$ cat config.mk
export PLATFORM = sky130hd
export DESIGN_NAME = pll_reset_sequencer
export DESIGN_NICKNAME = d
export VERILOG_FILES = /design/src/rtl/pll_reset_sequencer.sv
export SDC_FILE = /design/constraint.sdc
export NUM_CORES = 1
export LEC_CHECK = 0
export BUFFER_PORTS_ARGS = -buffer_cell sky130_fd_sc_hd__buf_4
export CAP_MARGIN = 0
export CORE_AREA = 2 2 63 65
export CTS_CLUSTER_SIZE = 14
export DETAILED_ROUTE_END_ITERATION = 6
export DIE_AREA = 0 0 65 67
export PLACE_DENSITY = 0.54
export SLEW_MARGIN = 20
export SYNTH_ARGS = -nofsm -noshare
export SYNTH_HDL_FRONTEND = slang
export SYNTH_SLANG_ARGS = --single-unit
$ cat constraint.sdc
create_clock -name clk_in -period 2.9 [get_ports clk_in]
set_clock_uncertainty 0.1 [all_clocks]
set_input_delay 0.725 -clock clk_in [delete_from_list [all_inputs] [get_ports clk_in]]
set_output_delay 0.725 -clock clk_in [all_outputs]
set_load 0.005 [all_outputs]
$ cat src/rtl/pll_reset_sequencer.sv
// PLL bring-up sequencer: drives PLL reset, qualifies lock and
// releases the clk_out1 then clk_out2 domain resets in order.
module pll_reset_sequencer #(
  parameter int unsigned PLL_RST_CYCLES     = 4,
  parameter int unsigned LOCK_TIMEOUT       = 1000,
  parameter int unsigned LOCK_STABLE_CYCLES = 16,
  parameter int unsigned RELEASE_GAP        = 8,
  parameter int unsigned MAX_RETRIES        = 3,
  parameter int unsigned CNT_W              = 16
) (
  input  logic       clk_in,
  input  logic       reset,
  input  logic       locked,
  input  logic       restart_req,
  output logic       pll_resetn,
  output logic       rst_out1,
  output logic       rst_out2,
  output logic       ready,
  output logic       fault,
  output logic [3:0] retry_count,
  output logic [2:0] state
);

  typedef enum logic [2:0] {
    RESET_PLL = 3'd0,
    WAIT_LOCK = 3'd1,
    STABLE    = 3'd2,
    RELEASE   = 3'd3,
    RUN       = 3'd4,
    FAULT     = 3'd5
  } state_t;

  localparam logic [CNT_W-1:0] RST_LAST =
    CNT_W'(PLL_RST_CYCLES - 1);
  localparam logic [CNT_W-1:0] TO_LAST =
    CNT_W'(LOCK_TIMEOUT - 1);
  localparam logic [CNT_W-1:0] STB_LAST =
    CNT_W'(LOCK_STABLE_CYCLES - 1);
  localparam logic [CNT_W-1:0] GAP_LAST =
    CNT_W'(RELEASE_GAP - 1);
  localparam logic [3:0] MAX_R = 4'(MAX_RETRIES);

  state_t           cur;
  state_t           nxt;
  logic [CNT_W-1:0] cnt;
  logic [CNT_W-1:0] cnt_nxt;
  logic [3:0]       retry_nxt;
  logic             sync1;
  logic             locked_s;
  logic             pll_resetn_d;
  logic             rst_out1_d;
  logic             rst_out2_d;

  // locked is asynchronous to clk_in
  always_ff @(posedge clk_in) begin
    if (reset) begin
      sync1    <= 1'b0;
      locked_s <= 1'b0;
    end else begin
      sync1    <= locked;
      locked_s <= sync1;
    end
  end

  always_ff @(posedge clk_in) begin
    if (reset) begin
      cur         <= RESET_PLL;
      cnt         <= '0;
      retry_count <= 4'd0;
      pll_resetn  <= 1'b0;
      rst_out1    <= 1'b1;
      rst_out2    <= 1'b1;
      ready       <= 1'b0;
      fault       <= 1'b0;
    end else begin
      cur         <= nxt;
      cnt         <= cnt_nxt;
      retry_count <= retry_nxt;
      pll_resetn  <= pll_resetn_d;
      rst_out1    <= rst_out1_d;
      rst_out2    <= rst_out2_d;
      ready       <= (nxt == RUN);
      fault       <= (nxt == FAULT);
    end
  end

  always_comb begin
    nxt       = cur;
    cnt_nxt   = cnt;
    retry_nxt = retry_count;
    if (restart_req) begin
      nxt       = RESET_PLL;
      cnt_nxt   = '0;
      retry_nxt = 4'd0;
    end else begin
      unique case (cur)
        RESET_PLL: begin
          if (cnt == RST_LAST) begin
            nxt     = WAIT_LOCK;
            cnt_nxt = '0;
          end else begin
            cnt_nxt = cnt + 1'b1;
          end
        end
        WAIT_LOCK: begin
          // lock wins over a coincident timeout
          if (locked_s) begin
            nxt     = STABLE;
            cnt_nxt = '0;
          end else if (cnt == TO_LAST) begin
            cnt_nxt = '0;
            if (retry_count >= MAX_R) begin
              nxt = FAULT;
            end else begin
              nxt       = RESET_PLL;
              retry_nxt = retry_count + 4'd1;
            end
          end else begin
            cnt_nxt = cnt + 1'b1;
          end
        end
        STABLE: begin
          if (!locked_s) begin
            nxt     = WAIT_LOCK;
            cnt_nxt = '0;
          end else if (cnt == STB_LAST) begin
            nxt     = RELEASE;
            cnt_nxt = '0;
          end else begin
            cnt_nxt = cnt + 1'b1;
          end
        end
        RELEASE: begin
          if (!locked_s) begin
            nxt     = RESET_PLL;
            cnt_nxt = '0;
          end else if (cnt == GAP_LAST) begin
            nxt       = RUN;
            cnt_nxt   = '0;
            retry_nxt = 4'd0;
          end else begin
            cnt_nxt = cnt + 1'b1;
          end
        end
        RUN: begin
          if (!locked_s) begin
            nxt     = RESET_PLL;
            cnt_nxt = '0;
          end
        end
        FAULT: begin
          nxt = FAULT;
        end
        default: begin
          nxt     = RESET_PLL;
          cnt_nxt = '0;
        end
      endcase
    end
  end

  // outputs are decoded from the next state so they register with it
  always_comb begin
    pll_resetn_d = 1'b1;
    rst_out1_d   = 1'b1;
    rst_out2_d   = 1'b1;
    unique case (1'b1)
      (nxt == RESET_PLL),
      (nxt == FAULT): begin
        pll_resetn_d = 1'b0;
      end
      (nxt == RELEASE): begin
        rst_out1_d = 1'b0;
      end
      (nxt == RUN): begin
        rst_out1_d = 1'b0;
        rst_out2_d = 1'b0;
      end
      default: begin
        pll_resetn_d = 1'b1;
      end
    endcase
  end

  assign state = cur;

endmodule
== After elaboration in Yosys (flattened, before gate mapping) ==
Index checks and enable logic that the tools add are counted.
Storage, ports and cells
  flip-flop bits (word level): 30
  input bits: 4
  output and inout port bits: 12
Operators by class
  reduce and logical (&&, ||, !) cells: 8
  bitwise operators: 1
  eq/ne operators: 18
  muxes and demuxes: 29
  magnitude comparators: 1
  $add $sub $neg: 2
Operator list (count)
  two-way mux 16 bit: 8
  case mux 16 bit (6 select lines): 1
  two-way mux 3 bit: 10
  two-way mux 4 bit: 5
  case mux 3 bit (6 select lines): 1
  adder 16 x 1 -> 16 bit, second input constant: 1
  equality test 16 x 10 -> 1 bit, second input constant: 1
  equality test 16 x 2 -> 1 bit, second input constant: 1
  equality test 16 x 3 -> 1 bit, second input constant: 1
  equality test 16 x 4 -> 1 bit, second input constant: 1
  equality test 3 bit, second input constant: 4
  != test 2 bit, second input constant: 6
  equality test 3 x 2 -> 1 bit, second input constant: 3
  case mux 4 bit (2 select lines): 1
  logical NOT 3 bit: 2
  AND reduction 6 bit: 1
  OR reduction 2 bit: 3
  adder 4 x 1 -> 4 bit, second input constant: 1
  greater-or-equal comparator 4 x 2 -> 1 bit, second input constant: 1
  equality test 3 x 1 -> 1 bit, second input constant: 1
  two-way mux 1 bit: 3
  AND reduction 2 bit: 1
  nonzero test 2 bit: 1
  inverter 1 bit: 1

== Logic depth before layout (Yosys ltp) ==
  word-level depth: 9
  depth in mapped cells: 8

== Least setup slack after synthesis ==
Ideal clock, no wire load.
  path type: register to register
  start: register cnt[14]
  end: register cnt[0]
  path buffers: 1
  cell stages (with the launch flop): 8
  data arrival time: 2.067 ns
  slack: 0.618 ns
  data required time: 2.685 ns
  path through: dfxtp_1 or4_4 nor4_4 nand4_1 a211o_1 o21ai_4 buf_6 nor2_1
Between the ends
  cells in the longest elaborated chain, start to end: 4
Ends and longest elaborated chain
  from (decl): line 45  | logic [CNT_W-1:0] cnt;
  from (signal assigned): line 77  | cnt <= cnt_nxt;
  equality test 16 x 3 -> 1 bit, or another cell as far along: line 137  | end else if (cnt == GAP_LAST) begin
  two-way mux 16 bit, on equally long branches: line 137, 110, 126
  two-way mux 16 bit, on equally long branches: line 134, 107, 123
  case mux 16 bit (6 select lines) (*): line 96  | unique case (cur)
Mark *: on every way between the ends. The rest lies on a longest branch, timed or not.
A chain may end at the register's enable or synchronous reset.

== Worst setup path after layout ==
  start: register cnt[14]
  end: register cnt[12]
The elaborated chain is that of the path after synthesis.

==> metrics.log <==
INFO  metric p_switching = 0.151 mW
INFO  metric multi_input_comb_area = 798 µm²
INFO  metric grt_start_max_net_pins = 16
INFO  metric layout.cells.most_common_list = sky130_fd_sc_hd__dfxtp_1 (30), sky130_fd_sc_hd__nor2_1 (22), sky130_fd_sc_hd__buf_4 (18)
INFO  metric tns = 0 ns
INFO  metric path_max_fanout = 15
INFO  metric total_congestion_overflow_after_global_routing = 0
INFO  metric pre_cts_ws = 0.387 ns
INFO  metric seq_area_frac_synth = 0.418
INFO  metric max_cap_viols = 0
INFO  metric regArea = 601 µm²
INFO  metric hold_viol_final = 0
INFO  metric synth.net_count = 164
INFO  metric largest_stage_delay_on_the_critical_path = 0.56 ns
INFO  metric layout_worst_path_cycle_share = 0.869
INFO  metric comb_pwr_share = 0.026
INFO  metric holdWs = 0.347 ns
INFO  metric detail_route.iter0.violations = 39
INFO  metric finalWorstPathRequiredPeriod = 2.52 ns
INFO  metric post_cts.repair.setup_buffers = 0
INFO  metric io_pins = 16
INFO  metric clkLatencyLatePin = 0.28 ns
INFO  metric post_synth_inst_count = 158
INFO  metric worst_hold_path_type = reg -> reg
INFO  metric effective_utilization_at_floorplan = 0.399
INFO  metric antenna_violating_nets_post_route = 0
INFO  metric clockRootBuffer = sky130_fd_sc_hd__clkbuf_8
INFO  metric drt-total-wl = 2900 µm
INFO  metric route.detailed.drc = 0
INFO  metric tritoncts = built
INFO  metric path_cells = or4_4, nor4_4, nand4_1, a211o_1, o21ai_4, nor3_1
INFO  metric placement.io_buffers = 15
INFO  metric power.density = 440 nW/µm²
INFO  metric first_global_vias = 1,093
INFO  metric grt.total_usage = 0.158
INFO  metric timing.critical_path.from_type = flop
INFO  metric synth_edf_count = 0
INFO  metric vias = 1,173
INFO  metric endpoints_failing_setup = 0
INFO  metric deepest_level_of_the_cts_h_tree = 2
INFO  metric final_design_area_no_fill = 1680 µm²
INFO  metric worst-endpoint-arrival = 2.57 ns
INFO  metric async_flop_share = 0
INFO  metric num-nets-final = 184
INFO  metric cts-hold-fix-buffers = 0
INFO  metric design_power_total = 0.739 mW
INFO  metric outcome = finished clean
INFO  metric required_time_of_the_critical_path = 2.95 ns
INFO  metric die_x = 65 µm
INFO  metric cts_repair_resize_count = 0
INFO  metric finalNonFillerCells = 226
INFO  metric synth_ff_type = sky130_fd_sc_hd__dfxtp_1
INFO  metric placed_cells_incl_taps = 219
INFO  metric leakage = 0.666 nW
INFO  metric worst_slew_margin_rel = 0.705
INFO  metric postLayoutCoreUtil = 0.466
INFO  metric crit_type = reg -> reg
INFO  metric final_layout_size_suffix_gt1_frac = 0.180
INFO  metric core = 3610 µm²
INFO  metric floorplan.rows = 22
INFO  metric worst-path-buf-inv = 0
INFO  metric crit_path_top_delay_cell = sky130_fd_sc_hd__or4_4
INFO  metric floorplan.die_area = 4360 µm²
INFO  metric antenna_cells = 0
INFO  metric cell_internal_pwr = 0.588 mW
INFO  metric die_height = 67 µm
INFO  metric seq_power_share = 0.564
INFO  metric layout-area-overhead-vs-synth = 17.0%
INFO  metric final_common_cell = sky130_fd_sc_hd__dfxtp_1
INFO  metric global_route_wire_length_before_repair = 5150 µm
INFO  metric yosysUniqueCellTypes = 42
INFO  metric postSynthRegisterBits = 30
INFO  metric dpl.hpwl = 2090 µm
INFO  metric count_of_fill_cells_added_during_filler_insertion = 360
INFO  metric achievable-frequency = 397 MHz
INFO  metric detailedRoute.firstPassIterationCount = 4
INFO  metric place_congestion = 0.757
INFO  metric switching_part_of_the_total = 0.205
INFO  metric worstMarginPinSlew = 0.440 ns
INFO  metric synth_warnings = 0
INFO  metric finalMaxSlewViolations = 0
INFO  metric power_frac_clock = 0.410
INFO  metric initial_antenna_violation_count = 0
INFO  metric detail_route.vias_per_cell = 5.19
INFO  metric worst_path_dominant_cell_family = simple AND/OR/NAND/NOR gates
INFO  metric clkSlewWorstSetupHoldPaths = 0.06 ns
INFO  metric cp-end-kind = flop
INFO  metric grt_setup_unrepaired = no
INFO  metric syn_area_per_cell = 9.10 µm²
INFO  metric mappedNetlistArea = 1440 µm²
INFO  metric max-vdd-ir-drop = 0.000265 V
INFO  metric cts_inserted_buffers = 5
INFO  metric cts_num_sinks = 30
INFO  metric post_dp_cell_area = 1610 µm²
INFO  metric route.detailed.wl_per_inst = 12.8 µm
INFO  metric finalWorstSetupSlack = 0.381 ns
INFO  metric cts-root-to-sink-buffers = 2
[final timing paths]
path / from / end / slack (ns) / cells after the start
max: cnt[14] / cnt[12] / 0.38 / 6
min: sync1 / locked_s / 0.35 / 1
max reg2reg: cnt[14] / cnt[12] / 0.38 / 6
min reg2reg: sync1 / locked_s / 0.35 / 1
[synthesized netlist by cell type (2+ instances only)]
master,n,area [µm²]
sky130_fd_sc_hd__a211o_1,2,17.5
sky130_fd_sc_hd__a21oi_1,3,15.0
sky130_fd_sc_hd__a31oi_1,3,18.8
sky130_fd_sc_hd__and2_1,2,12.5
sky130_fd_sc_hd__and3_1,6,37.5
sky130_fd_sc_hd__and4_1,2,17.5
sky130_fd_sc_hd__clkbuf_1,3,11.3
sky130_fd_sc_hd__dfxtp_1,30,601
sky130_fd_sc_hd__ha_1,2,25.0
sky130_fd_sc_hd__inv_1,3,11.3
sky130_fd_sc_hd__nand2_1,13,48.8
sky130_fd_sc_hd__nand3_1,4,20.0
sky130_fd_sc_hd__nand3b_1,3,22.5
sky130_fd_sc_hd__nand4_1,7,43.8
sky130_fd_sc_hd__nor2_1,22,82.6
sky130_fd_sc_hd__nor2b_1,4,25.0
sky130_fd_sc_hd__nor3_1,7,35.0
sky130_fd_sc_hd__or3_1,3,18.8
sky130_fd_sc_hd__xnor2_1,6,52.6
sky130_fd_sc_hd__xor2_1,11,96.3
[power groups by stage]
stage	clock network (mW)	logic, mW	registers, mW
2_1_floorplan	0	0.0128	0.425
3_3_place_gp	0	0.0191	0.426
3_5_place_dp	0	0.0195	0.426
4_1_cts	0.311	0.0195	0.417
5_1_grt	0.329	0.0222	0.417
6_report	0.303	0.0191	0.417
[worst register-to-register path: stages (launching register included)]
cell and delay [ns]:
sky130_fd_sc_hd__dfxtp_1 0.33, sky130_fd_sc_hd__or4_4 0.56, sky130_fd_sc_hd__nor4_4 0.40, sky130_fd_sc_hd__nand4_1 0.14, sky130_fd_sc_hd__a211o_1 0.38, sky130_fd_sc_hd__o21ai_4 0.37
sky130_fd_sc_hd__nor3_1 0.11
[logic make-up (layout without fill, tap and decap cells)]
group	after synthesis	after routing	synth area share
AO/OA/AOI/OAI	15	15	0.0905
XOR/XNOR	17	17	0.104
adder cells (fa/ha/maj)	2	2	0.0174
buffers and inverters	8	28	0.0270
flip-flops	30	30	0.418
multiplexers	1	1	0.00696
AND/OR/NAND/NOR	85	85	0.337
[state kept, by name, indices dropped and copies added (netlist names)]
name         flops
cnt             16
fault            1
locked_s         1
pll_resetn       1
ready            1
retry_count      4
rst_out1         1
rst_out2         1
state            3
sync1            1
[routing by layer]
layer	up-vias	track usage	wire (µm)
met2	22	0.229	1240
li1	601	-	-
met5	-	0	0
met4	0	0.0798	68
met1	542	0.208	1470
met3	8	0.0490	115
[final cells by class]
| type | instances | share of cell area |
|---|---|---|
| inverters | 3 | 0.00670 |
| multi-input cells | 120 | 0.475 |
| flip-flops and latches | 30 | 0.357 |
| repair buffers | 18 | 0.0804 |
| well taps | 48 | 0.0357 |
| clock buffers | 7 | 0.0454 |
Power figures use the tool's default switching activity.
